File: config.mk
export PLATFORM = sky130hd
export DESIGN_NAME = alu_cmd_issuer
export DESIGN_NICKNAME = d
export VERILOG_FILES = /design/src/rtl/alu_cmd_issuer.sv
export SDC_FILE = /design/constraint.sdc
export NUM_CORES = 1
export LEC_CHECK = 0
export ABC_AREA = 1
export CAP_MARGIN = 40
export CORE_ASPECT_RATIO = 0.9
export CORE_UTILIZATION = 45
export DETAILED_ROUTE_END_ITERATION = 6
export HOLD_SLACK_MARGIN = 0.15
export PLACE_DENSITY = 0.66
export SLEW_MARGIN = 15
export SYNTH_ARGS = -nofsm -noshare
export SYNTH_HDL_FRONTEND = slang
export SYNTH_SLANG_ARGS = --single-unit
File: constraint.sdc
create_clock -name clk -period 1.9 [get_ports clk]
set_input_delay 0.475 -clock clk [delete_from_list [all_inputs] [get_ports clk]]
set_output_delay 0.475 -clock clk [all_outputs]
set_load 0.02 [all_outputs]
File: src/rtl/alu_cmd_issuer.sv
// Command FIFO plus single-outstanding issue FSM in front of the 5-bit signed ALU.
// Each command is issued with a one-cycle ALU_en pulse; c is captured RES_LAT cycles later.
module alu_cmd_issuer #(
  parameter int DEPTH   = 4,
  parameter int RES_LAT = 1
) (
  input  logic                         clk,
  input  logic                         rst,
  input  logic                         cmd_valid,
  output logic                         cmd_ready,
  input  logic                         cmd_a_en,
  input  logic                         cmd_b_en,
  input  logic [2:0]                   cmd_a_op,
  input  logic [1:0]                   cmd_b_op,
  input  logic signed [4:0]            cmd_A,
  input  logic signed [4:0]            cmd_B,
  output logic                         ALU_en,
  output logic                         a_en,
  output logic                         b_en,
  output logic [2:0]                   a_op,
  output logic [1:0]                   b_op,
  output logic signed [4:0]            A,
  output logic signed [4:0]            B,
  input  logic signed [5:0]            c,
  output logic                         res_valid,
  input  logic                         res_ready,
  output logic signed [5:0]            res_data,
  output logic [$clog2(DEPTH+1)-1:0]   fifo_count
);

  localparam int CW = $clog2(DEPTH + 1);
  localparam int PW = $clog2(DEPTH);
  localparam int EW = 17;
  localparam logic [CW-1:0] FULL = CW'(DEPTH);
  localparam logic [2:0] LAT_LOAD = (RES_LAT > 0) ? 3'(RES_LAT - 1) : 3'd0;

  typedef enum logic [1:0] {IDLE, ISSUE, WAIT, RESP} state_t;

  state_t        state, state_next;
  logic [EW-1:0] mem [DEPTH];
  logic [EW-1:0] head;
  logic [PW-1:0] wr_ptr, rd_ptr;
  logic [CW-1:0] count;
  logic [2:0]    cnt, cnt_next;
  logic          push, pop, capture;

  assign cmd_ready  = (count != FULL);
  assign push       = cmd_valid && cmd_ready;
  assign pop        = (state == IDLE) && (count != '0);
  assign head       = mem[rd_ptr];
  assign fifo_count = count;
  assign ALU_en     = (state == ISSUE);
  assign res_valid  = (state == RESP);

  always_ff @(posedge clk) begin
    if (push) mem[wr_ptr] <= {cmd_a_en, cmd_b_en, cmd_a_op, cmd_b_op, cmd_A, cmd_B};
  end

  always_ff @(posedge clk) begin
    if (rst) begin
      wr_ptr <= '0;
      rd_ptr <= '0;
      count  <= '0;
    end else begin
      if (push) wr_ptr <= wr_ptr + PW'(1);
      if (pop)  rd_ptr <= rd_ptr + PW'(1);
      case ({push, pop})
        2'b10:   count <= count + CW'(1);
        2'b01:   count <= count - CW'(1);
        default: count <= count;
      endcase
    end
  end

  // Zero latency captures c in the ALU_en cycle itself and skips WAIT entirely.
  always_comb begin
    state_next = state;
    cnt_next   = cnt;
    capture    = 1'b0;
    case (state)
      IDLE:  if (pop) state_next = ISSUE;
      ISSUE: begin
        if (RES_LAT == 0) begin
          capture    = 1'b1;
          state_next = RESP;
        end else begin
          cnt_next   = LAT_LOAD;
          state_next = WAIT;
        end
      end
      WAIT: begin
        if (cnt == 3'd0) begin
          capture    = 1'b1;
          state_next = RESP;
        end else begin
          cnt_next = cnt - 3'd1;
        end
      end
      RESP:    if (res_ready) state_next = IDLE;
      default: state_next = IDLE;
    endcase
  end

  always_ff @(posedge clk) begin
    if (rst) begin
      state    <= IDLE;
      cnt      <= '0;
      res_data <= '0;
      a_en     <= 1'b0;
      b_en     <= 1'b0;
      a_op     <= '0;
      b_op     <= '0;
      A        <= '0;
      B        <= '0;
    end else begin
      state <= state_next;
      cnt   <= cnt_next;
      if (capture) res_data <= c;
      if (pop) {a_en, b_en, a_op, b_op, A, B} <= head;
    end
  end

endmodule
==> run summary, run 1 <==
By startpoint and endpoint, the worst setup path is classified as register to output port. The net switching power figure is 2.611 mW, and the complex-gate fraction of the synthesized area is 4.918%. The clock drives 103 sinks. The register-to-register setup slack came out at 0.12 ns.

The routed design has 8422 microns of wire. Summed over all failing endpoints, the final setup total negative slack is 0 ns. After detailed routing, no signal wire sits above met4. The max-slew violation total from the final report was 0.

Once layout is complete, the cells apart from fillers number 673. Wire segments on met3 add up to 313 microns in the final route. The worst reg2reg path depth is 12. Of the total synthesized cell area, the portion taken by full adders, half adders and majority gates is 3.779%. Number of cells in the design after placement: 653.

The row count was 34. In this run the static leakage power is 2.220 nW. In the global route stage, overall resource usage came out at 17.39%. Data on the critical path arrives at its endpoint at 1.35 ns. In this run the most critical hold path is launched from res_data[2]$_SDFFE_PP0P_. The count of buffer and inverter cells on the critical path works out to 1.

Counting every net in the synthesized netlist gives 516. A synthesized cell averages 9.460 sq um. The worst stage delay on the critical path was 0.62 ns. The worst-case clock buffer depth came out at 2. The worst hold path terminates at res_data[2]$_SDFFE_PP0P_. Input and output buffers added on the ports amount to 55. In this run the worst path has a maximum fanout of 2. The end of the worst register-to-register path is fifo_count[2]$_SDFFE_PP0P_. The vertical extent of the die came out at 96.90 microns. Setup repair after global routing left no endpoint under its margin. For the effective utilization at floorplan, the log shows 46.43%. The signed area change from the synthesized netlist to the final layout was 22.26%; the weighted congestion at the end of routability-driven global placement was 0.7429. Measured against the total synthesized area, the mux share comes to 0%. The detailed router finished its first iteration with 116 violations.

The power density relative to cell area is 1337 nW/um^2, and the number of nets in the layout is 582. For the pin with the worst max-slew slack, the measured transition is 0.4411 ns. The worst hold path was traced through 2 stages. The total core area came out at 9699 sq um. The number of diodes was 0. The cell class contributing the biggest share of worst-path delay is buffers and inverters.

The run gives 5378 microns as the HPWL reported at the end of detailed placement. The number of vias per cell works out to 4.578. The startpoint class of the critical path was a register. The count of nets left with antenna violations once routing finished came out at 0.

The least setup slack across all paths after layout came out at 0.07598 ns. The data required time of the critical path came out at 1.42 ns. The fraction of power spent switching nets was 35.48%. The slowest stage of the critical path is the clkdlybuf4s50_1 cell. In the final layout, the share of cells above drive strength 1 is 10.24%. Yosys mapped a number of flops with a built-in enable equal to 68.

Source of the worst register-to-register timing path: state[1]$_SDFFE_PP0P_. The via count of the first global-routing pass was 2956; the detail-routed net length per standard cell was 12.51 microns. The top cell type's share of synthesized area came out at 45.35%. Of the total power, registers draw 40.5%. The tools report the sequential-to-total area share from yosys stat as 60.91%. The post-synthesis cell count was 476. The run finished with clean final reports. The logs give 13740 microns for the first-pass GRT wire length and 4103 microns for the routed length on met2. In this run, distinct cell masters in the synthesized netlist total 23. Static timing analysis puts the maximum clock frequency at 548.2 MHz. The worst supply voltage drop on vdd is 608.8 uV.

The worst max-slew margin expressed relative to the limit came out at 70.56%. The tools report the count of unresolved DRC violations after routing as 0. Count of synthesis-stage warnings from yosys: 0. The die covers 10410 sq um.

The worst clock skew was 0.01061 ns. After synthesis the netlist holds a flip-flop and latch count of 103. After synthesis the cells add up to 4503 sq um. The die is 107.4 microns wide. By area, the combinational part of the netlist is dominated by simple AND/OR/NAND/NOR gates.

The final number of setup-violating endpoints came out at 0. The library cell with the highest instance count after synthesis is nor2_1. The design draws 7.359 mW. The later pin in the worst-skew pair is clocked with a latency of 0.36 ns. The time the final worst path needs with I/O delays and setup is 1.824 ns.

Clock tree synthesis inserted a total of 9 buffers. The via count came out at 3081. Root cell of the clock tree: clkbuf_8. The pin count of the biggest net entering global routing was 72; the wire length on met1 was 3902 microns. TritonCTS built the clock tree.

In this run the count of I/O pins placed on the die edge is 56. Of the total power, combinational logic draws 40.1%. In the post-synthesis netlist, the biggest area contributors are edfxtp_1 45%, dfxtp_1 16%, nor2_1 7.3%. The total overflow reported by the global router was 0. After clock tree synthesis, the clock-pin slew on the worst setup and hold paths is 0.09 ns. The detailed-router iteration count before antenna repair came out at 4. The pre-CTS setup slack was -0.2815 ns.

The largest area contributor in the netlist was edfxtp_1. For the number of levels the H-tree was split into, the log shows 3. Final hold violation count: 0. The path class of the tightest hold or removal check is register to register. Number of antenna violations at the first check in global routing: 0. For this run, the leading register cell type out of synthesis is edfxtp_1. The internal power was 4.748 mW. Of the total power, the clock network draws 19.4%. Walking the worst path, the cells encountered are clkdlybuf4s50_1. The portion of the clock cycle consumed by the worst path in the final layout was 96.00%. The tools report the kind of end point of the critical path as an output port. By count the netlist is led by 88 x nor2_1, 82 x nand2_1, 80 x inv_1, 68 x edfxtp_1, 35 x dfxtp_1. After Yosys synthesis, XOR and XNOR cells account for 0.3890% of the synthesized area. The synthesized netlist devotes 19.89% of its cell area to simple gates. The tool flagged a number of max-cap violations equal to 0. The share of flip-flops with an asynchronous set or reset is 0%.
## routing by layer
metal / GRT usage, % / vias to the layer above
li1: - / 1606
met1: 21.52 / 1408
met2: 28.98 / 61
met3: 4.919 / 6
met4: 6.112 / 0
met5: 0 / -
## sequential cells by signal, indices dropped and copies added (netlist names)
signal and cells:
b_en 1, b_op 2, state 2, a_en 1, cnt 3, fifo_count 3, rd_ptr 2, wr_ptr 2
B 5, A 5, a_op 3, res_data 6, mem 68
## final cells by class
class,count,area [sq um]
clock buffer,12,135.1
clock inverter,4,71.32
fill,857,4194
inverter,82,307.8
multi-input combinational,272,1340
sequential,103,2753
tap,126,157.7
timing repair buffer,74,740.7
## cell families (layout without fill, tap and decap cells)
| group | after synthesis | after routing |
|---|---|---|
| simple gates | 215 | 215 |
| buf+inv | 101 | 172 |
| fa+ha+maj | 13 | 13 |
| xor+xnor | 2 | 2 |
| flops | 103 | 103 |
| compound gates | 42 | 42 |
## stage by stage
step	hold WS [ns]	cell area [sq um]	util, %
floorplan	0.4410	4538	-
global placement	0.4345	5256	54.19
detailed placement	0.4384	5256	54.19
CTS	0.4523	5459	56.28
global route	0.4777	5505	56.76
finish	0.4484	5505	56.76
## placed cells by master, fill, tap and decap left out, types with 2 or more instances in the layout
cell type / synthesis / final
nor2_1: 88 / 88
nand2_1: 82 / 80
inv_1: 80 / 77
edfxtp_1: 68 / 68
clkdlybuf4s50_1: 0 / 52
dfxtp_1: 35 / 29
a21oi_1: 26 / 26
nand3_1: 19 / 19
and2_1: 17 / 17
buf_4: 5 / 15
o21ai_0: 13 / 13
ha_1: 12 / 10
clkbuf_8: 0 / 9
nand2_2: 4 / 5
inv_2: 2 / 5
dfxtp_2: 0 / 5
buf_12: 1 / 4
a21oi_2: 3 / 3
clkbuf_1: 0 / 3
xor2_1: 2 / 2
nand4_1: 2 / 2
bufinv_16: 0 / 2
dlygate4sd2_1: 0 / 2
## how the worst max path moves through the flow
stage	slack, ns	from	cells past startpoint	to
after floorplan	0.009	state[0]$_SDFFE_PP0P_	13	fifo_count[2]$_SDFFE_PP0P_
after global placement	-0.25	cmd_valid	10	fifo_count[2]$_SDFFE_PP0P_
after detailed placement	-0.28	cmd_valid	10	fifo_count[2]$_SDFFE_PP0P_
after CTS	0.04	state[0]$_SDFFE_PP0P_	12	fifo_count[2]$_SDFFE_PP0P_
after global routing	0.02	state[1]$_SDFFE_PP0P_	4	ALU_en
final	0.08	B[2]$_SDFFE_PP0P_	1	B[2]
## power groups by stage
stage	Sequential, mW	Clock (mW)	Combinational, mW
after global placement	3.01	0	2.85
after floorplan	3.21	0	1.88
final	2.98	1.43	2.95
after global routing	3.03	1.54	3.33
after detailed placement	3.02	0	2.91
after CTS	2.97	1.47	2.90
## what timing repair did
item                       4_1_cts  5_1_grt
setup buffers                    0        4
gates resized for setup          3        8
setup endpoints to repair        3        1
hold buffers                     0        0
pin swaps                        0        1
(Power assumes the default switching activity.)
==> inputs of run 2 (changes only) <==
--- a/config.mk
+++ b/config.mk
@@ -8,10 +8,10 @@
 export ABC_AREA = 1
 export CAP_MARGIN = 40
 export CORE_ASPECT_RATIO = 0.9
-export CORE_UTILIZATION = 45
+export CORE_UTILIZATION = 50
 export DETAILED_ROUTE_END_ITERATION = 6
 export HOLD_SLACK_MARGIN = 0.15
-export PLACE_DENSITY = 0.66
+export PLACE_DENSITY = 0.73
 export SLEW_MARGIN = 15
 export SYNTH_ARGS = -nofsm -noshare
 export SYNTH_HDL_FRONTEND = slang
==> run summary, run 2 (same netlist as run 1, synthesis figures left out) <==
The maximum fanout encountered on the critical timing path is 2 (unchanged). Class of the tightest hold or removal check: register to register. The root cell of the clock tree is clkbuf_8. The count of hold-fix buffers inserted at cts is 0 (unchanged). For the final hold violation count, the log shows 0 (unchanged). The clock latency at the later pin of the worst-skew pair was 0.36 ns (about the same).

The run finished with clean final reports. The number of top-level design ports was 56 (unchanged). Effective utilization at floorplan: 52.07% (+5.6 points). The placed instance area was 5263 sq um (+0.12%); the total overflow reported by the global router was 0 (unchanged). The data required time of the critical path came out at 2.16 ns (+0.74 ns).

The number of vias per cell was 4.727 (+3.2%); the fraction of power spent switching nets was 37.18% (+1.7 points). For the number of diodes, the log shows 0 (unchanged). For the sequential power share, the log shows 42.6% (+2.1 points). In this run the worst setup path begins at cmd_valid. The kind of end point of the critical path was a register.

The overall die width works out to 102.0 microns (-5.0%). The run gives 19.01% (+1.6 points) as the total routing usage reported by global routing. The logs give 0.7390 (-0.52%) for the weighted congestion at the end of routability-driven global placement and 648 (-0.77%) for the number of cells in the design after placement. Achievable clock frequency: 542.6 MHz (-1.0%).

The internal power is 4.489 mW (-5.5%), and the clock-pin slew of the registers on the worst-case setup and hold paths is 0.09 ns (about the same). Startpoint of the lowest-slack hold path: res_data[5]$_SDFFE_PP0P_. For the worst clock skew, the log shows 0.009294 ns (-0.001313 ns).

The final number of setup-violating endpoints is 0 (unchanged). The number of flip-flops in the largest register is 68 (unchanged). The worst reg2reg path depth was 12 (unchanged).

For the max-cap check violation count, the log shows 0 (unchanged). The total routed wirelength was 8312 microns (-1.3%). Measured slew at the worst slew-check pin: 0.4682 ns (+0.02711 ns). The logs give 2 (unchanged) for the worst-case clock buffer depth and 4 (unchanged) for the detailed-router iteration count before antenna repair. The number of DRC violations after detailed-routing iteration 0 was 182 (+57%); the row count was 32 (-5.9%).

The number of clock sinks is 103 (unchanged), and the number of levels the H-tree was split into is 3 (unchanged). The share of cells above drive strength 1 works out to 10.05% (-0.18 points). The number of port buffers is 55 (unchanged), and the HPWL reported at the end of detailed placement is 5563 microns (+3.4%). In the final layout, the registers with the most flip-flops are mem x68, res_data x6. The logs give 30 (-58%) for the pin count of the biggest net entering global routing and 0 (unchanged) for the count of unresolved DRC violations after routing.

The detail-routed net length per standard cell was 12.48 microns (-0.27%). The worst max-slew margin expressed relative to the limit was 68.78% (-1.8 points); the number of nets in the layout was 582 (unchanged). For the static leakage, the log shows 2.211 nW (-0.38%). The first-pass GRT wire length was 13450 microns (-2.2%). The post-layout instance area was 5454 sq um (-0.93%); the vertical extent of the die was 92.03 microns (-5.0%). The cell depth of the worst min-delay path came out at 2 (unchanged). For the via count of the first global-routing pass, the log shows 2923 (-1.1%). The total core area was 8648 sq um (-11%).

The most frequent standard cell in the layout excluding fill and tap cells is nor2_1. The max-slew violation total from the final report was 0 (unchanged). The number of antenna violations at the first check in global routing is 0 (unchanged), and the total power consumption of the routed design is 7.145 mW (-2.9%).

The tools report the part of the total power dissipated in combinational logic as 40.4% (+0.3 points). For the number of nets with antenna violations after routing, the log shows 0 (unchanged). The time the final worst path needs with I/O delays and setup is 1.843 ns (+0.01891 ns).

The run gives 9 (unchanged) as the TritonCTS buffer count. Leaving out fill and tap cells, the most frequent cells in the layout are 88 x nor2_1, 81 x nand2_1, 76 x inv_1. The worst supply voltage drop on vdd is 632.1 uV (+3.8%). Power density relative to cell area: 1310 nW/um^2 (-2.0%). In this run the critical register-to-register path is launched from state[1]$_SDFFE_PP0P_. TritonCTS built the clock tree. The worst setup path is launched from a primary input. The signed area change from the synthesized netlist to the final layout is 21.12%.

The arrival time of the worst setup path was 2.11 ns (+0.76 ns); the full die area was 9390 sq um (-9.8%). The critical path in this run is classified as primary input to register. Via count: 3148 (+2.2%). The run gives 0 ns (unchanged) as the post-route setup TNS. For the clock group share of total power, the log shows 17.0% (-2.4 points). The portion of the clock cycle consumed by the worst path in the final layout was 97.00% (+1.0 points). Ranked by flip-flop count, first place goes to mem. The post-route non-filler standard cell count is 666 (-1.0%). The logs give 2.657 mW (+1.7%) for the net switching power figure and 0.4493 ns (+0.0009270 ns) for the worst hold margin.
[run 2: cell type report]
type	count	area [sq um]
Multi-Input combinational cell	272	1333
Tap cell	119	148.9
Clock buffer	9	123.9
Sequential cell	103	2751
Fill cell	745	3194
Timing Repair Buffer	74	739.5
Clock inverter	7	47.55
Inverter	82	310.3
[run 2: worst max-delay path, stage by stage]
cell and delay (ns):
clkdlybuf4s50_1 0.44, nand2_4 0.09, ha_1 0.16, inv_2 0.05
fa_2 0.35, or2_2 0.30, nand2_1 0.09, nand2_1 0.05
nand2_1 0.05, nor2_1 0.05
[run 2: layer usage]
layer	up-vias	track usage [%]	share of wire (%)
met5	-	0	0
met4	0	4.286	0.84
met3	6	5.412	5.3
met2	78	33.67	50
met1	1446	22.66	43
li1	1618	-	-
[run 2: path summary, 6_finish.rpt]
kind / slack (ns) / endpoint
min: 0.45 / res_data[5]$_SDFFE_PP0P_
max reg2reg: 0.06 / fifo_count[2]$_SDFFE_PP0P_
max: 0.06 / fifo_count[2]$_SDFFE_PP0P_
min reg2reg: 0.45 / res_data[5]$_SDFFE_PP0P_
[run 2: timing repair]
item,4_1_cts,5_1_grt
setup buffers,0,2
resized for setup,3,5
setup endpoints to repair,3,1
pin swaps,0,1
[run 2: through the flow]
step / setup WS [ns] / utilization [%]
4_1_cts: 0.04161 / 62.79
2_1_floorplan: 0.008864 / -
6_report: 0.05707 / 63.06
3_3_place_gp: -0.2542 / 60.85
5_1_grt: -0.007901 / 63.06
3_5_place_dp: -0.2927 / 60.85
[run 2: power groups by stage]
stage / registers, mW / clock network [mW] / logic [mW]
final: 3.04 / 1.22 / 2.88
after global routing: 3.09 / 1.32 / 3.22
after CTS: 3.04 / 1.24 / 2.88
after detailed placement: 3.09 / 0 / 2.88
after global placement: 3.06 / 0 / 2.80
after floorplan: 3.21 / 0 / 1.88
==> inputs of run 3 (changes only) <==
--- a/config.mk
+++ b/config.mk
@@ -7,7 +7,7 @@
 export LEC_CHECK = 0
 export ABC_AREA = 1
 export CAP_MARGIN = 40
-export CORE_ASPECT_RATIO = 0.9
+export CORE_ASPECT_RATIO = 0.6
 export CORE_UTILIZATION = 50
 export DETAILED_ROUTE_END_ITERATION = 6
 export HOLD_SLACK_MARGIN = 0.15
==> run summary, run 3 (same netlist as run 1, synthesis figures left out) <==
The flow ran to the end, and the final reports show no timing, DRC or antenna violations. The run gives 0.1002 ns (+0.04315 ns) as the least setup slack across all paths after layout. The run gives 39.2% (-3.4 points) as the sequential power share. The tools report the net switching power figure as 2.713 mW (+2.1%). The run gives 69.20% (+0.42 points) as the worst max-slew margin expressed relative to the limit. The tools report the via count of the first global-routing pass as 2820 (-3.5%).

The vertical extent of the die came out at 75.51 microns (-18%). Share of cells above drive strength 1: 9.926% (-0.13 points). Leaving out fill and tap cells, the most frequent cells in the layout are 88 x nor2_1, 80 x nand2_1, 77 x inv_1. The achievable clock frequency was 555.6 MHz (+2.4%). The row count was 26 (-19%); the number of cells in the design after placement was 639 (-1.4%).

The total routing usage reported by global routing is 19.54% (+0.53 points). The fraction of power spent switching nets was 35.59% (-1.6 points). The measured slew at the worst slew-check pin is 0.4614 ns (-0.006783 ns), and the clock group share of total power is 22.2% (+5.2 points).

The TritonCTS buffer count came out at 9 (unchanged). The number of levels the H-tree was split into is 3 (unchanged), and the total core area is 8621 sq um (-0.32%). For the met3 track utilization from global routing, the log shows 6.742% (+1.3 points). The number of antenna violations at the first check in global routing is 0 (unchanged), and the arrival time of the worst setup path is 1.32 ns (-0.79 ns). The run gives 656 (-1.5%) as the post-route non-filler standard cell count. The internal power is 4.908 mW (+9.4%), and the count of hold-fix buffers inserted at cts is 0 (unchanged).

The logs give 0 (unchanged) for the final hold violation count and 709.3 uV (+12%) for the worst supply voltage drop on vdd. The static leakage is 2.245 nW (+1.5%), and the HPWL reported at the end of detailed placement is 5625 microns (+1.1%). The worst reg2reg path depth was 12 (unchanged).

The cell depth of the worst min-delay path was 2 (unchanged); the overall die width was 124.5 microns (+22%). The first-pass GRT wire length is 13680 microns (+1.7%). The largest registers in the layout are mem x68, res_data x6. Maximum fanout encountered on the critical timing path: 3 (+1). The logs give 0 (unchanged) for the final number of setup-violating endpoints and 0 (unchanged) for the total overflow reported by the global router. The run gives 4 (unchanged) as the detailed-router iteration count before antenna repair.

The time the final worst path needs with I/O delays and setup works out to 1.800 ns (-0.04315 ns). The clock latency at the later pin of the worst-skew pair is 0.34 ns (-0.02 ns). The worst-case clock buffer depth was 2 (unchanged); the max-cap check violation count was 0 (unchanged).

Startpoint class of the critical path: a register. The run gives 658 (-12%) as the number of fill cells in the layout. Largest register by flop count: mem.

Data required time of the critical path: 1.42 ns (-0.74 ns). CTS placed an instance of clkbuf_16 at the clock tree root. The met1 global-route usage was 25.42% (+2.8 points). The clock-pin slew of the registers on the worst-case setup and hold paths works out to 0.06 ns (-0.03 ns). The run gives 0 (unchanged) as the number of diodes.

The tools report the part of the total power dissipated in combinational logic as 38.6% (-1.8 points). The effective utilization at floorplan was 52.24% (+0.17 points). The run gives 31.80% (-1.9 points) as the global routing met2 resource utilization.

The number of vias per cell works out to 4.724 (about the same). The detail-routed net length per standard cell was 12.85 microns (+3.0%). The number of clock sinks came out at 103 (unchanged). The number of flip-flops in the largest register was 68 (unchanged); the weighted congestion at the end of routability-driven global placement was 0.7268 (-1.7%). The pre-CTS setup slack was -0.2615 ns (+0.03115 ns); the number of port buffers was 55 (unchanged). The most used routing layer was met2. For the pin count of the biggest net entering global routing, the log shows 72 (+140%). For the via count, the log shows 3099 (-1.6%). Relative to the synthesized area, the layout overhead comes to 23.12%. The total routed wirelength is 8429 microns (+1.4%), and the total power consumption of the routed design is 7.621 mW (+6.7%). The worst hold path belongs to the class register to register. Leaving out fill and tap cells, the most frequent cell in the layout is nor2_1. The full die area was 9402 sq um (+0.13%). The max-slew violation total from the final report is 0 (unchanged). TritonCTS built the clock tree. For the number of DRC violations after detailed-routing iteration 0, the log shows 181 (-0.55%).

Kind of end point of the critical path: an output port. The number of top-level design ports came out at 56 (unchanged). The setup path with the least slack is of type register to output port.

The power density relative to cell area is 1375 nW/um^2 (+4.9%). The post-route setup TNS was 0 ns (unchanged); the portion of the clock cycle consumed by the worst path in the final layout was 94.73% (-2.3 points). The number of nets with antenna violations after routing was 0 (unchanged); the number of nets in the layout was 579 (-0.52%).

The worst clock skew is 0.01040 ns (+0.001111 ns), and the count of unresolved DRC violations after routing is 0 (unchanged). Setup repair after global routing left no endpoint under its margin.
[run 3: cell types whose count changed in the layout (fill, tap and decap cells not counted), moves of 2 or more]
cell / change
clkbuf_8: -8
clkbuf_16: +9
buf_4: -4
clkinv_1: -2
[run 3: final cells by class]
cell class / instances / area, sq um / area share (%)
Clock buffer: 11 / 242.7 / 4.378
Clock inverter: 5 / 32.53 / 0.5868
Inverter: 82 / 307.8 / 5.552
Multi-Input combinational cell: 272 / 1340 / 24.17
Sequential cell: 103 / 2751 / 49.63
Tap cell: 112 / 140.1 / 2.528
Timing Repair Buffer: 71 / 729.5 / 13.16
[run 3: metrics by stage]
stage / hold WS [ns] / util [%] / area, sq um
2_1_floorplan: 0.4410 / - / 4538
3_3_place_gp: 0.4323 / 60.91 / 5251
3_5_place_dp: 0.4415 / 60.91 / 5251
4_1_cts: 0.4511 / 64.06 / 5523
5_1_grt: 0.4727 / 64.31 / 5544
6_report: 0.4482 / 64.31 / 5544
[run 3: layer usage]
metal,part of all wire (%),wire [microns],up-vias
li1,-,-,1604
met1,47,3946,1390
met2,44,3741,97
met3,8.0,677,8
met4,0.76,64,0
met5,0,0,-
[run 3: power groups by stage]
stage	registers (mW)	clock network (mW)	logic [mW]
6_report	2.99	1.69	2.94
5_1_grt	3.03	1.81	3.31
4_1_cts	2.98	1.73	2.94
3_5_place_dp	3.03	0	2.93
3_3_place_gp	3.01	0	2.86
2_1_floorplan	3.21	0	1.88
[run 3: worst paths after layout]
kind	start	endpoint	slack, ns
setup / recovery	state[0]$_SDFFE_PP0P_	ALU_en	0.10
hold / removal	res_data[2]$_SDFFE_PP0P_	res_data[2]$_SDFFE_PP0P_	0.45
setup reg to reg	state[1]$_SDFFE_PP0P_	fifo_count[2]$_SDFFE_PP0P_	0.13
hold reg to reg	res_data[2]$_SDFFE_PP0P_	res_data[2]$_SDFFE_PP0P_	0.45
[run 3: timing repair]
item / CTS / global route
pin swaps: 0 / 0
setup endpoints to repair: 3 / 1
gates resized for setup: 3 / 6
buffers inserted: 0 / 1
[run 3: worst max-delay path, cell delays in order (launching register included)]
cell	delay, ns
dfxtp_2	0.32
buf_4	0.13
ha_1	0.21
dlygate4sd2_1	0.32
